--- src/rtl/wb_select_stage.sv ---
// wb_select_stage: MEM/WB writeback select stage.
// Picks one of NUM_SRC result sources. Load data from LOAD_SRC is aligned and
// extended here. The result, with rd/we, is registered for the register file.
// A valid/ready handshake connects the stage upstream. Stall holds the output
// register, and flush kills both the held result and any incoming one.
//
// Optional feature: define WB_ERR_CNT_EN to add the saturating err_count output.
//
// Ports:
//   clk, rst_n    clock (rising edge), synchronous active-low reset
//   in_valid      upstream result valid
//   in_ready      stage can accept this cycle (combinational)
//   src_data      packed sources, source i at [i*XLEN +: XLEN]
//   sel           source select
//   byte_off      load address bits [1:0]
//   ld_funct3     RV32 load funct3
//   rd_addr       destination register
//   rd_we         writeback requested
//   stall         downstream cannot accept; hold output register
//   flush         kill held and incoming result
//   out_valid     ru_* fields valid
//   ru_wrdata     register-file write data
//   ru_rd         register-file write address
//   ru_we         register-file write enable (qualified by out_valid)
//   err           error flag for the held result
//   err_count     (WB_ERR_CNT_EN only) saturating count of accepted errors
module wb_select_stage #(
    parameter int unsigned XLEN     = 32,
    parameter int unsigned NUM_SRC  = 4,
    parameter int unsigned SEL_W    = 2,
    parameter int unsigned LOAD_SRC = 1,
    parameter int unsigned RADDR_W  = 5
) (
    input  logic                    clk,
    input  logic                    rst_n,
    input  logic                    in_valid,
    output logic                    in_ready,
    input  logic [NUM_SRC*XLEN-1:0] src_data,
    input  logic [SEL_W-1:0]        sel,
    input  logic [1:0]              byte_off,
    input  logic [2:0]              ld_funct3,
    input  logic [RADDR_W-1:0]      rd_addr,
    input  logic                    rd_we,
    input  logic                    stall,
    input  logic                    flush,
    output logic                    out_valid,
    output logic [XLEN-1:0]         ru_wrdata,
    output logic [RADDR_W-1:0]      ru_rd,
    output logic                    ru_we,
    output logic                    err
`ifdef WB_ERR_CNT_EN
    ,
    output logic [15:0]             err_count
`endif
);

    localparam int unsigned BYTE_W = 8;
    localparam int unsigned HALF_W = 16;

    localparam logic [2:0] F3_LB  = 3'b000;
    localparam logic [2:0] F3_LH  = 3'b001;
    localparam logic [2:0] F3_LW  = 3'b010;
    localparam logic [2:0] F3_LBU = 3'b100;
    localparam logic [2:0] F3_LHU = 3'b101;

    logic            transfer;
    logic [XLEN-1:0] sel_word;
    logic            sel_ok;
    logic            is_load;
    logic [XLEN-1:0] ld_shifted;
    logic [XLEN-1:0] ld_data;
    logic            ld_err;
    logic            err_next;
    logic [XLEN-1:0] data_next;
    logic            we_next;

    // A stalled held result blocks new input; an empty or draining stage accepts.
    assign in_ready = !out_valid || !stall;
    assign transfer = in_valid && in_ready;

    // Source mux; out-of-range selects leave sel_ok low.
    always_comb begin
        sel_word = '0;
        sel_ok   = 1'b0;
        for (int i = 0; i < int'(NUM_SRC); i++) begin
            if (sel == SEL_W'(i)) begin
                sel_word = src_data[i*XLEN +: XLEN];
                sel_ok   = 1'b1;
            end
        end
    end

    assign is_load    = sel_ok && (sel == SEL_W'(LOAD_SRC));
    assign ld_shifted = sel_word >> {byte_off, 3'b000};

    // Load alignment/extension and funct3 / misalignment checking.
    always_comb begin
        ld_data = '0;
        ld_err  = 1'b0;
        unique case (ld_funct3)
            F3_LB:  ld_data = {{(XLEN-BYTE_W){ld_shifted[BYTE_W-1]}}, ld_shifted[BYTE_W-1:0]};
            F3_LBU: ld_data = {{(XLEN-BYTE_W){1'b0}}, ld_shifted[BYTE_W-1:0]};
            F3_LH: begin
                ld_err  = (byte_off == 2'd3);
                ld_data = {{(XLEN-HALF_W){ld_shifted[HALF_W-1]}}, ld_shifted[HALF_W-1:0]};
            end
            F3_LHU: begin
                ld_err  = (byte_off == 2'd3);
                ld_data = {{(XLEN-HALF_W){1'b0}}, ld_shifted[HALF_W-1:0]};
            end
            F3_LW: begin
                ld_err  = (byte_off != 2'd0);
                ld_data = sel_word;
            end
            default: ld_err = 1'b1;
        endcase
    end

    // Next result; any error forces zero data and suppresses the write. x0 is never written.
    always_comb begin
        err_next  = !sel_ok || (is_load && ld_err);
        data_next = '0;
        if (!err_next) begin
            data_next = is_load ? ld_data : sel_word;
        end
        we_next = rd_we && (rd_addr != '0) && !err_next;
    end

    // Output register: reset > flush > stall-hold > transfer > retire.
    always_ff @(posedge clk) begin
        if (!rst_n) begin
            out_valid <= 1'b0;
            ru_wrdata <= '0;
            ru_rd     <= '0;
            ru_we     <= 1'b0;
            err       <= 1'b0;
        end else if (flush) begin
            out_valid <= 1'b0;
            ru_we     <= 1'b0;
            err       <= 1'b0;
        end else if (out_valid && stall) begin
            out_valid <= out_valid;
        end else if (transfer) begin
            out_valid <= 1'b1;
            ru_wrdata <= data_next;
            ru_rd     <= rd_addr;
            ru_we     <= we_next;
            err       <= err_next;
        end else begin
            out_valid <= 1'b0;
            ru_we     <= 1'b0;
            err       <= 1'b0;
        end
    end

`ifdef WB_ERR_CNT_EN
    // Saturating count of accepted erroneous results; only reset clears it.
    always_ff @(posedge clk) begin
        if (!rst_n) begin
            err_count <= '0;
        end else if (transfer && !flush && err_next && (err_count != 16'hFFFF)) begin
            err_count <= err_count + 16'd1;
        end
    end
`endif

endmodule

--- config.mk ---
export PLATFORM = sky130hd
export DESIGN_NAME = wb_select_stage
export DESIGN_NICKNAME = d
export VERILOG_FILES = /design/src/rtl/wb_select_stage.sv
export SDC_FILE = /design/constraint.sdc
export NUM_CORES = 1
export LEC_CHECK = 0
export ABC_AREA = 1
export CAP_MARGIN = 10
export CORE_ASPECT_RATIO = 0.6
export CORE_MARGIN = 4
export CORE_UTILIZATION = 42
export DETAILED_ROUTE_END_ITERATION = 10
export HOLD_SLACK_MARGIN = 0.06
export PLACE_DENSITY = 0.83
export SKIP_CTS_REPAIR_TIMING = 1
export SLEW_MARGIN = 20
export SYNTH_ARGS = -nofsm -noshare
export SYNTH_HDL_FRONTEND = slang
export SYNTH_SLANG_ARGS = --single-unit
--- constraint.sdc ---
create_clock -name clk -period 1.9 [get_ports clk]
set_input_delay 0.19 -clock clk [delete_from_list [all_inputs] [get_ports clk]]
set_output_delay 0.19 -clock clk [all_outputs]
set_load 0.01 [all_outputs]
==> metrics list, run 1 <==
- Cell chosen for the clock root: sky130_fd_sc_hd__clkbuf_16
- Area of all placed cells without fillers: 0.00653 sq mm
- In the synthesized netlist the dominant register cell turns out to be sky130_fd_sc_hd__dfxtp_1.
- At the pin with the least slew margin, the transition time is 629 ps.
* Post-detailed-routing wire length: 16100 um
- Worst-path clk slew: 60 ps
- Multiplexer fraction of the synthesized cell area: 0%
* Top achievable clock speed: 576 MHz
- Worst hold slack across all endpoints: 461 ps
- Area of the multi-input gates: 0.00240 sq mm
- Number of nets in the layout: 1079
- Core region area: 0.00865 sq mm
- The number of hold violations in the final report came to 0.
* Async SR Flop Fraction: 0%
- Adder-Cell Fraction of Synth Area: 0%
- In the global route stage, overall resource usage came out at 28.2%.
- Min cycle time layout: 1730 ps
- Dividing total power by cell area gives a power density of 490 mW/mm^2.
- Data on the critical path is required at its endpoint by 2040 ps.
- Post-Synth Simple-Gate Area: 43.3%
* Die height: 81.6 um
* Clock sinks: 40
* Arrival time of the worst setup path: 1880 ps
* Via count of the first global-routing pass: 5249
- GRT Residual Overflow: 0
- Count of final max-slew check failures: 0
* Number of distinct library cells after synthesis: 33
- Count of fill cells added during filler insertion: 689
- Launching point of the worst reg2reg path: out_valid
- Worst setup path end: ru_wrdata[3]
- Remaining antenna violation count after routing: 0
- The run finished with clean final reports.
- In this run the mean area of a mapped cell was 5.45 sq um.
* Fraction of the yosys area taken by sequential cells: 21.1%
- CTS tree: yes
- EDFF count, synth: 0
* Kind of start point of the critical path: primary input
- The Yosys step of the flow raised 0 warnings.
- FF-to-FF path depth: 8
* H-tree depth reported by CTS: 2
- Synthesized-area fraction occupied by xor and xnor cells: 0%
- Reg-to-reg slack, setup: 480 ps
- Drt initial violations: 439
- The number of antenna violations at the first check in global routing came to 0.
* Critical path startpoint: byte_off[0]
* Buffer levels on the longest clock path: 2
- Die width: 131 um
- Placer Congestion: 0.959
* Worst vdd ir: 0.000471 V
* Via count: 5566
* Largest driver fanout on the critical path: 4
- Syn_nets: 842
- Number of buffers created by CTS: 5
* WL per Instance: 15.4 um
- Clock latency at the later pin of the worst-skew pair: 280 ps
* First-pass GRT wire length: 24300 um
* Pin count of the biggest net entering global routing: 38
- In the routed layout, each cell is associated on average with a via count of 5.32.
- Flip-flop and latch count after synthesis: 40
* Count of buffers from port buffering: 186
* ANT cells: 0
* Synth Area in Compound Gates: 19.0%
* Leakage power summed over all cells: 3.04 nW
- Mapped Cells: 696
- For this run, design rule violations remaining after detail routing come to 0.
- The initial utilization of the core area, before any placement, comes to 43.8%.
* Unrepaired setup endpoints after global routing: false
- The final critical path takes up 91.3% of the cycle.
* Final number of setup-violating endpoints: 0
- Fraction of layout instances using a drive strength above 1: 12.5%
- The tool flagged a number of max-cap violations equal to 0.
- Sequential standard cell area: 801 sq um
* Min-Delay Path Class: flop to flop
* Largest family of logic cells by synthesized area: simple AND/OR/NAND/NOR gates
- Endpoint of the lowest-slack register-to-register path: ru_wrdata[27]
- Area after detailed placement: 0.00620 sq mm
- After floorplanning, the core was divided into 26 placement rows.
- Critical path capture point type: flop
* Drt pass-1 iters: 6
- Number of primary I/O pins: 187
- Die footprint: 0.0107 sq mm
- Critical setup path kind: primary input to flop
- For the final database, setup skew stands at 4.35 ps.
- Layout overhead on the synthesized area: 72.2%
- Detailed placement finished with a half-perimeter wire length of 12600 um.
* Area of the mapped netlist: 0.00379 sq mm
- Relative slew slack: 58.0%
-- sequential cells by signal, summed over array words and instances, names as in the netlist --
register and cells:
err 1, out_valid 1, ru_rd 5, ru_we 1, ru_wrdata 32
-- cell families after synthesis --
logic type,after synthesis
buffers and inverters,138
AOI/OAI and AO/OA,139
and+or+nand+nor,379
DFF,40
-- through the flow --
stage / setup TNS (ps) / cells / power, mW / setup WS (ps) / utilization (%)
finish: 0 / 1046 / 3.20 / 165 / 75.4
global placement: -7040 / 1032 / 2.16 / -301 / 71.7
global route: 0 / 1046 / 3.35 / 45.3 / 75.4
detailed placement: -9320 / 1032 / 2.19 / -400 / 71.7
CTS: -499 / 1040 / 3.14 / -104 / 73.6
floorplan: 0 / 696 / 1.49 / 408 / -
-- Yosys cell counts (2+ instances only) --
master                     instances  share of area [%]
sky130_fd_sc_hd__nand2_2           5               0.82
sky130_fd_sc_hd__nand3_1          59                7.8
sky130_fd_sc_hd__nor2_1           92                9.1
sky130_fd_sc_hd__clkbuf_1         13                1.3
sky130_fd_sc_hd__inv_2             2               0.20
sky130_fd_sc_hd__o22ai_1           3               0.49
sky130_fd_sc_hd__buf_2             7               0.92
sky130_fd_sc_hd__o21ai_0          40                5.3
sky130_fd_sc_hd__a31oi_1           2               0.33
sky130_fd_sc_hd__nand2_1         197                 19
sky130_fd_sc_hd__o21ai_1          19                2.5
sky130_fd_sc_hd__nor2_2            2               0.33
sky130_fd_sc_hd__a21oi_1          69                9.1
sky130_fd_sc_hd__nand4_1           3               0.49
sky130_fd_sc_hd__inv_1            98                9.7
sky130_fd_sc_hd__o211ai_1          4               0.79
sky130_fd_sc_hd__nor2_4            3               0.89
sky130_fd_sc_hd__buf_6            12                3.6
sky130_fd_sc_hd__or2_0             2               0.33
sky130_fd_sc_hd__dfxtp_1          40                 21
sky130_fd_sc_hd__or2_1             5               0.82
sky130_fd_sc_hd__buf_4             2               0.40
sky130_fd_sc_hd__nand3_2           5                1.3
sky130_fd_sc_hd__clkinv_1          2               0.20
sky130_fd_sc_hd__o21ai_2           2               0.46
-- report_power, final --
part | total [mW] | internal, mW | switching, mW
Clock | 0.957 | 0.618 | 0.339
Combinational | 1.33 | 0.700 | 0.630
Sequential | 0.909 | 0.882 | 0.0265
Total | 3.20 | 2.20 | 0.996
-- layout make-up --
class | instances | area share, %
tap | 112 | 2.15
clock inverter | 2 | 0.537
sequential | 40 | 12.3
inverter | 104 | 6.13
multi-input combinational | 518 | 36.8
clock buffer | 6 | 1.97
timing repair buffer | 264 | 40.2
-- cell usage in the layout, fill, tap and decap left out --
| cell type | count |
|---|---|
| sky130_fd_sc_hd__dlymetal6s2s_1 | 3 |
| sky130_fd_sc_hd__nand4_1 | 3 |
| sky130_fd_sc_hd__clkinv_1 | 2 |
| sky130_fd_sc_hd__nand2_2 | 4 |
| sky130_fd_sc_hd__nor3_1 | 1 |
| sky130_fd_sc_hd__nor2_4 | 3 |
| sky130_fd_sc_hd__clkdlybuf4s50_1 | 183 |
| sky130_fd_sc_hd__nand2_1 | 197 |
| sky130_fd_sc_hd__o22ai_1 | 3 |
| sky130_fd_sc_hd__bufinv_16 | 1 |
| sky130_fd_sc_hd__nor2_2 | 3 |
| sky130_fd_sc_hd__nand3_2 | 5 |
| sky130_fd_sc_hd__clkbuf_1 | 1 |
| sky130_fd_sc_hd__o21ai_0 | 32 |
| sky130_fd_sc_hd__or2_0 | 2 |
| sky130_fd_sc_hd__or2_1 | 5 |
| sky130_fd_sc_hd__nand3_1 | 59 |
| sky130_fd_sc_hd__inv_6 | 2 |
| sky130_fd_sc_hd__buf_6 | 1 |
| sky130_fd_sc_hd__o21ai_1 | 24 |
| sky130_fd_sc_hd__nor2_8 | 1 |
| sky130_fd_sc_hd__inv_1 | 96 |
| sky130_fd_sc_hd__clkbuf_16 | 8 |
| sky130_fd_sc_hd__nand2_8 | 2 |
| sky130_fd_sc_hd__buf_4 | 65 |
| sky130_fd_sc_hd__dfxtp_1 | 40 |
| sky130_fd_sc_hd__inv_2 | 4 |
| sky130_fd_sc_hd__nand3b_1 | 1 |
| sky130_fd_sc_hd__a21oi_1 | 69 |
| sky130_fd_sc_hd__o211ai_1 | 4 |
| sky130_fd_sc_hd__a31oi_2 | 2 |
| sky130_fd_sc_hd__nor2_1 | 91 |
| sky130_fd_sc_hd__o21ai_2 | 5 |
| sky130_fd_sc_hd__nand2_4 | 1 |
| sky130_fd_sc_hd__and2_1 | 1 |
| sky130_fd_sc_hd__clkinv_2 | 1 |
| sky130_fd_sc_hd__buf_12 | 9 |
-- critical path, stage by stage --
cell	delay, ps
sky130_fd_sc_hd__clkdlybuf4s50_1	480
sky130_fd_sc_hd__buf_4	170
sky130_fd_sc_hd__nor2_1	220
sky130_fd_sc_hd__buf_4	190
sky130_fd_sc_hd__inv_1	80
sky130_fd_sc_hd__o21ai_0	280
sky130_fd_sc_hd__nor2_1	80
sky130_fd_sc_hd__o21ai_1	130
sky130_fd_sc_hd__a21oi_1	70
-- worst min path at each step --
stage | startpoint | to | slack, ps | depth (start not counted)
3_3_place_gp | ru_rd[2] | ru_rd[2] | 450 | 2
6_report | ru_rd[0] | ru_rd[0] | 460 | 2
4_1_cts | ru_rd[0] | ru_rd[0] | 460 | 2
3_5_place_dp | ru_rd[0] | ru_rd[0] | 460 | 2
5_1_grt | ru_rd[0] | ru_rd[0] | 470 | 2
2_1_floorplan | rd_we | ru_we | 350 | 2
-- per-layer routing --
metal / global-route usage [%] / share of wire (%) / up-vias / routed length (um)
met1: 37.3 / 43 / 2512 / 6970
met5: 0 / 0 / - / 0
met4: 7.29 / 2.0 / 0 / 328
li1: - / - / 2665 / -
met2: 47.0 / 44 / 345 / 7160
met3: 5.98 / 10 / 44 / 1650
Power figures use the tool's default switching activity.
==> run 2: changes to the inputs <==
--- a/config.mk
+++ b/config.mk
@@ -14,7 +14,7 @@
 export HOLD_SLACK_MARGIN = 0.06
 export PLACE_DENSITY = 0.83
 export SKIP_CTS_REPAIR_TIMING = 1
-export SLEW_MARGIN = 20
+export SLEW_MARGIN = 40
 export SYNTH_ARGS = -nofsm -noshare
 export SYNTH_HDL_FRONTEND = slang
 export SYNTH_SLANG_ARGS = --single-unit
==> results of run 2 <==
No change in the layout: final DEF, timing and power equal those of run 1.
